<file path="src/rtl/rec_pkg.sv">
// Shared types and constants for the clip recorder: FSM state encoding and header packing.
package rec_pkg;

   localparam int ADDR_W_DEF = 23;
   localparam int DATA_W_DEF = 32;
   localparam int HDR_LEN_W  = 23;

   typedef enum logic [2:0] {
      ST_IDLE,
      ST_CAPTURE,
      ST_DRAIN,
      ST_HEADER,
      ST_DONE
   } rec_state_t;

   // Header word as the mixer/player reads it: length in the low bits, upper bits zero.
   function automatic logic [DATA_W_DEF-1:0] hdr_word(input logic [HDR_LEN_W-1:0] len);
      hdr_word = {{(DATA_W_DEF-HDR_LEN_W){1'b0}}, len};
   endfunction

endpackage

</file>
<file path="src/rtl/rec_fifo.sv">
// First-word-fall-through sample FIFO; dout shows the head whenever empty is low.
// clr empties the FIFO synchronously at the start of a new clip.
module rec_fifo #(
   parameter int WIDTH = 32,
   parameter int DEPTH = 8
) (
   input  logic             clk,
   input  logic             rst,
   input  logic             clr,
   input  logic             push,
   input  logic             pop,
   input  logic [WIDTH-1:0] din,
   output logic [WIDTH-1:0] dout,
   output logic             full,
   output logic             empty
);

   localparam int AW = (DEPTH > 1) ? $clog2(DEPTH) : 1;

   logic [AW:0]      wr_ptr;
   logic [AW:0]      rd_ptr;
   logic [WIDTH-1:0] mem [DEPTH];
   logic             do_pop;
   logic             do_push;

   assign empty   = (wr_ptr == rd_ptr);
   assign full    = (wr_ptr[AW] != rd_ptr[AW]) && (wr_ptr[AW-1:0] == rd_ptr[AW-1:0]);
   assign do_pop  = pop && !empty;
   // A pop in the same cycle frees the slot, so a push on a full FIFO is still legal.
   assign do_push = push && (!full || do_pop);
   assign dout    = mem[rd_ptr[AW-1:0]];

   always_ff @(posedge clk or posedge rst) begin
      if (rst) begin
         wr_ptr <= '0;
         rd_ptr <= '0;
      end else if (clr) begin
         wr_ptr <= '0;
         rd_ptr <= '0;
      end else begin
         if (do_push) wr_ptr <= wr_ptr + 1'b1;
         if (do_pop)  rd_ptr <= rd_ptr + 1'b1;
      end
   end

   always_ff @(posedge clk) begin
      if (do_push && !clr) mem[wr_ptr[AW-1:0]] <= din;
   end

endmodule

</file>
<file path="src/rtl/record_core.sv">
// Records one audio clip into SDRAM: samples at base+1.., header (length) at base, written last.
// Build option: define RECORD_CORE_DECIMATE_EN to store only every other accepted sample.
//
// state      | meaning
// -----------+-----------------------------------------------------------
// ST_IDLE    | waiting for rec_start
// ST_CAPTURE | accepting samples into the FIFO and writing them out
// ST_DRAIN   | no more input; flushing queued samples to SDRAM
// ST_HEADER  | writing the length word at base
// ST_DONE    | one-cycle rec_done pulse, then back to idle
module record_core
   import rec_pkg::*;
#(
   parameter int ADDR_W     = ADDR_W_DEF,
   parameter int DATA_W     = DATA_W_DEF,
   parameter int FIFO_DEPTH = 8
) (
   input  logic              i_clk,
   input  logic              i_rst,
   input  logic              rec_start,
   input  logic [ADDR_W-1:0] rec_base,
   input  logic [ADDR_W-1:0] rec_max_len,
   input  logic              rec_stop,
   output logic              rec_busy,
   output logic              rec_done,
   output logic [ADDR_W-1:0] rec_length,
   input  logic              rec_audio_valid,
   input  logic [DATA_W-1:0] rec_audio_data,
   output logic              rec_audio_ready,
   output logic              rec_write,
   output logic [ADDR_W-1:0] rec_addr,
   output logic [DATA_W-1:0] rec_writedata,
   input  logic              rec_sdram_finished
);

   rec_state_t        state;
   logic [ADDR_W-1:0] base;
   logic [ADDR_W-1:0] max_len;
   logic [ADDR_W-1:0] acc_cnt;
   logic [ADDR_W-1:0] acc_next;
   logic [ADDR_W-1:0] wr_cnt;

   logic              capturing;
   logic              streaming;
   logic              accept;
   logic              push;
   logic              pop;
   logic              fifo_clr;
   logic              fifo_full;
   logic              fifo_empty;
   logic [DATA_W-1:0] fifo_dout;

   assign capturing = (state == ST_CAPTURE);
   assign streaming = capturing || (state == ST_DRAIN);

   // A same-cycle stop blocks the sample, so the clip ends on exactly the samples seen before it.
   assign rec_audio_ready = capturing && !fifo_full && (acc_cnt < max_len) && !rec_stop;
   assign accept          = rec_audio_valid && rec_audio_ready;

`ifdef RECORD_CORE_DECIMATE_EN
   logic phase;
   assign push = accept && !phase;
`else
   assign push = accept;
`endif

   assign pop      = streaming && !fifo_empty && rec_sdram_finished;
   assign acc_next = acc_cnt + ADDR_W'(push);
   assign fifo_clr = (state == ST_IDLE) && rec_start;

   rec_fifo #(
      .WIDTH (DATA_W),
      .DEPTH (FIFO_DEPTH)
   ) u_fifo (
      .clk   (i_clk),
      .rst   (i_rst),
      .clr   (fifo_clr),
      .push  (push),
      .pop   (pop),
      .din   (rec_audio_data),
      .dout  (fifo_dout),
      .full  (fifo_full),
      .empty (fifo_empty)
   );

   always_comb begin
      rec_write     = 1'b0;
      rec_addr      = '0;
      rec_writedata = '0;
      if (streaming && !fifo_empty) begin
         rec_write     = 1'b1;
         rec_addr      = base + ADDR_W'(1) + wr_cnt;
         rec_writedata = fifo_dout;
      end else if (state == ST_HEADER) begin
         rec_write     = 1'b1;
         rec_addr      = base;
         rec_writedata = DATA_W'(hdr_word(HDR_LEN_W'(wr_cnt)));
      end
   end

   always_ff @(posedge i_clk or posedge i_rst) begin
      if (i_rst) begin
         state      <= ST_IDLE;
         base       <= '0;
         max_len    <= '0;
         acc_cnt    <= '0;
         wr_cnt     <= '0;
         rec_busy   <= 1'b0;
         rec_done   <= 1'b0;
         rec_length <= '0;
`ifdef RECORD_CORE_DECIMATE_EN
         phase      <= 1'b0;
`endif
      end else begin
         case (state)
            ST_IDLE: begin
               rec_done <= 1'b0;
               if (rec_start) begin
                  base     <= rec_base;
                  max_len  <= rec_max_len;
                  acc_cnt  <= '0;
                  wr_cnt   <= '0;
                  rec_busy <= 1'b1;
                  state    <= ST_CAPTURE;
`ifdef RECORD_CORE_DECIMATE_EN
                  phase    <= 1'b0;
`endif
               end
            end
            ST_CAPTURE: begin
               acc_cnt <= acc_next;
               if (pop) wr_cnt <= wr_cnt + ADDR_W'(1);
`ifdef RECORD_CORE_DECIMATE_EN
               if (accept) phase <= ~phase;
`endif
               if (rec_stop || (acc_next == max_len)) state <= ST_DRAIN;
            end
            ST_DRAIN: begin
               if (pop) wr_cnt <= wr_cnt + ADDR_W'(1);
               if (fifo_empty) state <= ST_HEADER;
            end
            ST_HEADER: begin
               if (rec_sdram_finished) begin
                  rec_length <= wr_cnt;
                  rec_done   <= 1'b1;
                  state      <= ST_DONE;
               end
            end
            ST_DONE: begin
               rec_done <= 1'b0;
               rec_busy <= 1'b0;
               state    <= ST_IDLE;
            end
            default: state <= ST_IDLE;
         endcase
      end
   end

endmodule

</file>
<file path="config.mk">
export PLATFORM = sky130hd
export DESIGN_NAME = record_core
export DESIGN_NICKNAME = d
export VERILOG_FILES = /design/src/rtl/rec_pkg.sv /design/src/rtl/rec_fifo.sv /design/src/rtl/record_core.sv
export SDC_FILE = /design/constraint.sdc
export NUM_CORES = 1
export LEC_CHECK = 0
export ABC_CLOCK_PERIOD_IN_PS = 7100
export BUFFER_PORTS_ARGS = -buffer_cell sky130_fd_sc_hd__buf_2
export CAP_MARGIN = 20
export CORE_UTILIZATION = 50
export DETAILED_ROUTE_END_ITERATION = 7
export PLACE_DENSITY = 0.69
export SLEW_MARGIN = 10
export SYNTH_ARGS = -nofsm -noshare
export SYNTH_HDL_FRONTEND = slang
export SYNTH_SLANG_ARGS = --single-unit
export TNS_END_PERCENT = 5
</file>
<file path="constraint.sdc">
create_clock -name i_clk -period 7.1 [get_ports i_clk]
set_input_delay 0.71 -clock i_clk [delete_from_list [all_inputs] [get_ports i_clk]]
set_output_delay 0.71 -clock i_clk [all_outputs]
set_load 0.02 [all_outputs]
</file>
# ---- Word level (Yosys, flattened, before mapping)
# Memories as Yosys holds them, arrays and structs flattened.
# Cells that the tools add are included.
# Widths: inputs -> output; s select.
dict set report word_totals {
  register_bits 128
  ramBits 256
  n_memories 1
}
# memory words width read_ports rd_clocked_by_memory_dff wr line_no
set mem_list {}
lappend mem_list {u_fifo.mem 8 32 1 0 1 rec_fifo.sv:22} ;# logic [WIDTH-1:0] mem [DEPTH];
dict set report classes {
  n_addsub 6
  n_lt_le_gt_ge 1
  eq_ne 13
  n_mux 25
  n_reduce_logical 34
}
# op n
set op_table {}
lappend op_table {{$mux 23} 5}
lappend op_table {{$pmux 23 s2} 2}
lappend op_table {{$add 23x1->23 const B} 2}
lappend op_table {{$mux 32} 1}
lappend op_table {{$add 23x1->23} 1}
lappend op_table {{$add 23x23->23} 1}
lappend op_table {{$eq 23x23->1} 1}
lappend op_table {{$lt 23x23->1} 1}
lappend op_table {{$mux 4} 4}
lappend op_table {{$mux 3} 4}
lappend op_table {{$pmux 3 s4} 1}
lappend op_table {{$reduce_bool 2->1} 6}
lappend op_table {{$logic_and 1x1->1} 11}
lappend op_table {{$reduce_and 2->1} 5}
lappend op_table {{$add 4x1->4 const B} 2}
lappend op_table {{$eq 3x2->1 const B} 2}
lappend op_table {{$mux 1} 6}
lappend op_table {{$ne 2x1->1 const B} 3}
lappend op_table {{$eq 4x4->1} 1}
lappend op_table {{$logic_not 1->1} 4}
lappend op_table {{$ne 2x2->1 const B} 2}
lappend op_table {{$pmux 1 s2} 2}
lappend op_table {{$reduce_and 4->1} 1}
lappend op_table {{$reduce_or 2->1} 2}
lappend op_table {{7 further kinds} 9}

# ---- Depth between registers and ports, before layout
dict set report depth {
  ltp_word 12
  mapped_depth 23
  ltp_nobuf 21
}

# ---- Hierarchy
# A second synthesis with hierarchy kept.
dict set report unflattened {
  cells_unflattened 1338
  area_unflattened_um2 18285.0
}
# module instances cells_per_inst area_per_inst_um2 seq_area_each_um2
set by_module_without_submodules {}
lappend by_module_without_submodules {rec_fifo 1 453 10308.6 7887.6}
lappend by_module_without_submodules {record_core 1 885 7976.4 3002.9}

# ---- Least setup slack after synthesis
# OpenSTA, ideal clock, no wires.
dict set report synth_path {
  path_kind {flip-flop to flip-flop}
  startpoint {register acc_cnt[8]}
  endpoint {memory u_fifo.mem[7][0] (enable)}
  setup_ns 0.470
  arrival_ns 4.178
  t_required_ns 6.630
  path_slack_ns 2.452
  path_stages_with_launch 11
  n_path_buf 0
  period_less_slack_ns 4.648
  path_cell_list {dfrtp_1 > ha_1 > a21o_1 > a21oi_1 > nor2b_1 > o21ai_0 > a21oi_1 > a211o_1 > a21oi_1 > o21ai_0 > a211oi_1}
}
dict set report synth_between {
  elab_chain_len 8
}
# item line_no
set synth_rtl {}
lappend synth_rtl {{start: declaration} record_core.sv:39} ;# logic [ADDR_W-1:0] acc_cnt;
lappend synth_rtl {{start signal: assignment} record_core.sv:131} ;# acc_cnt <= acc_next;
lappend synth_rtl {{$lt 23x23->1} record_core.sv:57} ;# assign rec_audio_ready = capturing && !fifo_full && (acc_cnt < max_len) && !rec_stop;
lappend synth_rtl {{$logic_and 1x1->1 (2 in a row)} record_core.sv:57}
lappend synth_rtl {{$logic_and 1x1->1} record_core.sv:58} ;# assign accept = rec_audio_valid && rec_audio_ready;
lappend synth_rtl {{$logic_and 1x1->1} rec_fifo.sv:30} ;# assign do_push = push && (!full || do_pop);
lappend synth_rtl {{$logic_and 1x1->1} rec_fifo.sv:47} ;# if (do_push && !clr) mem[wr_ptr[AW-1:0]] <= din;
lappend synth_rtl {{$mux 1} rec_fifo.sv:47}
lappend synth_rtl {{$mux 1 (not written as such)} rec_fifo.sv:47}
lappend synth_rtl {{end: declaration} rec_fifo.sv:22}
# Every way passes these cells.

# ---- Worst setup path after layout
dict set report layout_path {
  startpoint {register acc_cnt[8]}
  endpoint {register state[1]}
}
dict set report layout_between {
  elab_chain_len 9
}
# item line_no
set layout_rtl {}
lappend layout_rtl {{$lt 23x23->1} record_core.sv:57}
lappend layout_rtl {{$logic_and 1x1->1 (2 in a row)} record_core.sv:57}
lappend layout_rtl {{$logic_and 1x1->1} record_core.sv:58}
lappend layout_rtl {{$add 23x1->23 (*)} record_core.sv:68} ;# assign acc_next = acc_cnt + ADDR_W'(push);
lappend layout_rtl {{$eq 23x23->1 (*)} record_core.sv:136} ;# if (rec_stop || (acc_next == max_len)) state <= ST_DRAIN;
lappend layout_rtl {{$logic_or 1x1->1 (*)} record_core.sv:136}
lappend layout_rtl {{$ne 2x1->1 (no line) (*)} n/a}
lappend layout_rtl {{$reduce_and 4->1 (no line) (*)} n/a}
lappend layout_rtl {{end signal: assignment} record_core.sv:136}
lappend layout_rtl {{end signal: assignment} record_core.sv:140} ;# if (fifo_empty) state <= ST_HEADER;
lappend layout_rtl {{end signal: assignment} record_core.sv:146} ;# state <= ST_DONE;
lappend layout_rtl {{end: declaration} record_core.sv:36} ;# rec_state_t state;
# Every way passes the cells marked *; elsewhere a longest branch is shown, timed or not.
# A chain may end at the register's enable or synchronous reset.

==> flow_summary.ini <==
[synthesis]
yosys.cell_types.count = 61
synth_top_family_by_area = multiplexers
synth-xor-area-share = 0.0390
synthesized_area_fraction_occupied_by_ao_oa_aoi_and_oai_cells = 0.0817
synth-adder-area-share = 0.0357
synth_top_flop_cell = sky130_fd_sc_hd__edfxtp_1
syn-instance-count = 1332
synth_enable_flop_cells = 256
fraction_of_synthesis_flops_using_an_asynchronous_set_or_reset_pin = 0.333
yosys.area_share.simple = 0.0931
synth_mux_area_frac = 0.114
synth.ff_latch_count = 384
synth_nets = 1466
synth_area_leader_cell = sky130_fd_sc_hd__edfxtp_1
yosysTopAreaCellShare = 0.433
syn-cell-area_um2 = 17800
netlist_top_cells_area = sky130_fd_sc_hd__edfxtp_1 43%, sky130_fd_sc_hd__dfrtp_1 18%, sky130_fd_sc_hd__mux4_2 8.1%
seq_area_frac_synth = 0.613
yosysWarnings = 0
post_synth.cell_area_avg_um2 = 13.3

[detailed_routing]
via_per_inst = 5.71
route.detailed.drc = 0
wire_per_inst_um = 20.2
antenna_violating_nets_post_route = 0
via_count = 11300
drt_first_iter_violations = 773
detail_route.wirelength_um = 40100
detail_route.first_pass.iterations = 5

[clock_network]
post_cts_resize_count = 0
cts-hold-fix-buffers = 0
clkTransAtPathRegs_ns = 0.06
clkLatencyLatePin_ns = 0.55
cts.root.buffer_cell = sky130_fd_sc_hd__clkbuf_16
cts.repair_timing.setup_buffer_count = 0
cts.sinks = 384
clockBufferDepth = 3
number_of_h_tree_levels = 2
cts-buffers-inserted = 41
clock_tree_from_tritoncts = yes

[worst_setup_path]
critPathMaxFanout = 11
crit_arrival_ns = 5.79
critPathKind = register to register
setup.worst_path.end_class = register
setup.worst_path.start_class = register
critPathRequiredTime_ns = 7.54

[floorplanning]
design.portCount = 166
initial_utilization = 0.511
die_area_um2 = 36300
core_region_area_um2 = 34700
die_h_um = 190
row_count = 68
die-width_um = 190

[cells_and_area]
final-seq-area_um2 = 10900
fin_nets = 1630
area.growth.synth_to_final_pct = 15.4
final_common_cell = sky130_fd_sc_hd__edfxtp_1
final_cell_mix = 256 x sky130_fd_sc_hd__edfxtp_1, 186 x sky130_fd_sc_hd__nand2_1, 165 x sky130_fd_sc_hd__buf_2, 125 x sky130_fd_sc_hd__dfrtp_1, 120 x sky130_fd_sc_hd__o21ai_0
final_area_um2 = 20500
drive_gt1_frac = 0.228
filler_instances = 2771
multi_input_comb_area_um2 = 6490

[timing]
layout_min_cycle_time_ns = 5.35
timing_hold_violations_final = 0
rsz0062_at_grt = false
timing.final.setup_violations = 0
worst_slack_ns = 1.75
final.period_utilization = 0.754
totalNegativeSetupSlack_ns = 0
maxSlewHeadroom = 0.336
timing_worst_slew_pin_value_ns = 0.997
clock_skew_ns = 0.0207
achievable-frequency_ghz = 0.187
drv_slew = 0

[global_routing]
first_global_vias = 11100
grt_first_pass_wirelength_um = 62700
grt_overflow = 0
antenna_violations_before_repair = 6
grt_start_max_net_pins = 98
grt_util_all_layers = 0.225

[placement]
gp_congestion = 0.877
post_dp_cell_area_um2 = 19100
port_buffers = 165
place_worst_setup_slack_ns = 1.79
hpwl_um = 25000

[min_path]
worst_hold_path_type = input port to asynchronous set/reset pin

[power]
leak_pwr_nw = 8.23
vdd.ir_drop.worst_mv = 0.268
p_per_area_nw_per_um2 = 373
power.total_mw = 7.64

[status]
status = finished, final reports clean

[job]
max_cap_violations = 0
## critical path, cell delays in order (launching register included)
cell                       delay [ns]
sky130_fd_sc_hd__dfrtp_1         0.43
sky130_fd_sc_hd__ha_1            0.32
sky130_fd_sc_hd__a21o_1          0.16
sky130_fd_sc_hd__a21oi_1         0.15
sky130_fd_sc_hd__nor2b_1         0.06
sky130_fd_sc_hd__o21ai_0         0.16
sky130_fd_sc_hd__a21oi_1         0.09
sky130_fd_sc_hd__a211o_1         0.35
sky130_fd_sc_hd__a211o_4         0.39
sky130_fd_sc_hd__a21boi_4        0.30
sky130_fd_sc_hd__ha_1            0.25
sky130_fd_sc_hd__ha_1            0.33
sky130_fd_sc_hd__and3_1          0.24
sky130_fd_sc_hd__nand3_1         0.22
sky130_fd_sc_hd__nor3_2          0.65
sky130_fd_sc_hd__nand2_1         0.20
sky130_fd_sc_hd__xnor2_1         0.21
sky130_fd_sc_hd__o21ai_0         0.10
sky130_fd_sc_hd__a211oi_1        0.22
sky130_fd_sc_hd__a311oi_1        0.16
sky130_fd_sc_hd__nor4_1          0.25
## power breakdown
| group | leakage [nW] | internal (mW) | switching [mW] | total [mW] |
|---|---|---|---|---|
| combinational | 3.55 | 0.990 | 1.63 | 2.62 |
| sequential | 4.00 | 2.61 | 0.212 | 2.82 |
| clock | 0.684 | 1.32 | 0.871 | 2.19 |
| total | 8.23 | 4.92 | 2.72 | 7.64 |
## cells in the mapped netlist, types with 10 or more instances
cell	n
sky130_fd_sc_hd__ha_1	49
sky130_fd_sc_hd__inv_1	35
sky130_fd_sc_hd__dfrtp_1	128
sky130_fd_sc_hd__mux2_2	21
sky130_fd_sc_hd__nand4_1	14
sky130_fd_sc_hd__o21ai_0	120
sky130_fd_sc_hd__and3_1	15
sky130_fd_sc_hd__xnor2_1	40
sky130_fd_sc_hd__buf_2	10
sky130_fd_sc_hd__nand3_1	22
sky130_fd_sc_hd__clkbuf_1	36
sky130_fd_sc_hd__a21oi_1	44
sky130_fd_sc_hd__xor2_1	39
sky130_fd_sc_hd__mux4_2	64
sky130_fd_sc_hd__buf_1	12
sky130_fd_sc_hd__edfxtp_1	256
sky130_fd_sc_hd__nand2_1	187
sky130_fd_sc_hd__o31ai_1	18
sky130_fd_sc_hd__mux2i_1	35
sky130_fd_sc_hd__nor2_1	59
sky130_fd_sc_hd__a21o_1	17
## worst paths after layout
path                                           start                           end  slack, ns  cells past startpoint
max in group asynchronous                      i_rst  u_fifo.rd_ptr[0]$_DFFE_PP0P_       5.28                      3
hold reg to reg            rec_length[0]$_DFFE_PP0P_     rec_length[0]$_DFFE_PP0P_       0.49                      2
hold / removal                                 i_rst        acc_cnt[5]$_DFFE_PP0P_       0.32                      2
setup reg to reg              acc_cnt[8]$_DFFE_PP0P_          state[1]$_DFFE_PP0P_       1.75                     20
min in group i_clk                      rec_base[12]          base[12]$_DFFE_PP0P_       0.36                      3
setup / recovery              acc_cnt[8]$_DFFE_PP0P_          state[1]$_DFFE_PP0P_       1.75                     20
## metrics by stage
step	utilization	hold WS, ns	std cells
detailed placement	0.549	0.479	1907
finish	0.590	0.322	1988
global placement	0.549	0.460	1907
CTS	0.589	0.318	1983
floorplan	-	0.474	1332
global route	0.590	0.357	1984
## cells by family (layout without fill, tap and decap cells)
kind of cell,count (synthesis),count (layout)
flip-flops,384,384
AND/OR/NAND/NOR,358,358
AO/OA/AOI/OAI,242,242
multiplexers,120,120
buffers and inverters,99,296
XOR/XNOR,79,79
adder cells (fa/ha/maj),50,50
other,0,4
## area by class of cell
type                    count  share of cell area
clock inverters            16              0.0101
diodes                      4            0.000488
flip-flops and latches    384               0.532
multi-input cells         849               0.317
repair buffers            185              0.0482
well taps                 455              0.0278
inverters                  35             0.00653
clock buffers              60              0.0585
## state kept, by name, indices dropped and copies added (netlist names)
register / count
u_fifo.rd_ptr: 4
rec_busy: 1
max_len: 23
u_fifo.wr_ptr: 4
rec_done: 1
wr_cnt: 23
base: 23
rec_length: 23
u_fifo.mem: 256
state: 3
acc_cnt: 23
## layer usage
metal / up-vias / part of all wire / global-route usage
li1: 5290 / - / -
met1: 5688 / 0.45 / 0.321
met2: 310 / 0.47 / 0.354
met3: 53 / 0.061 / 0.0432
met4: 6 / 0.016 / 0.0591
met5: - / 0.00087 / 0
No activity file was read; power rests on OpenSTA's default activity.
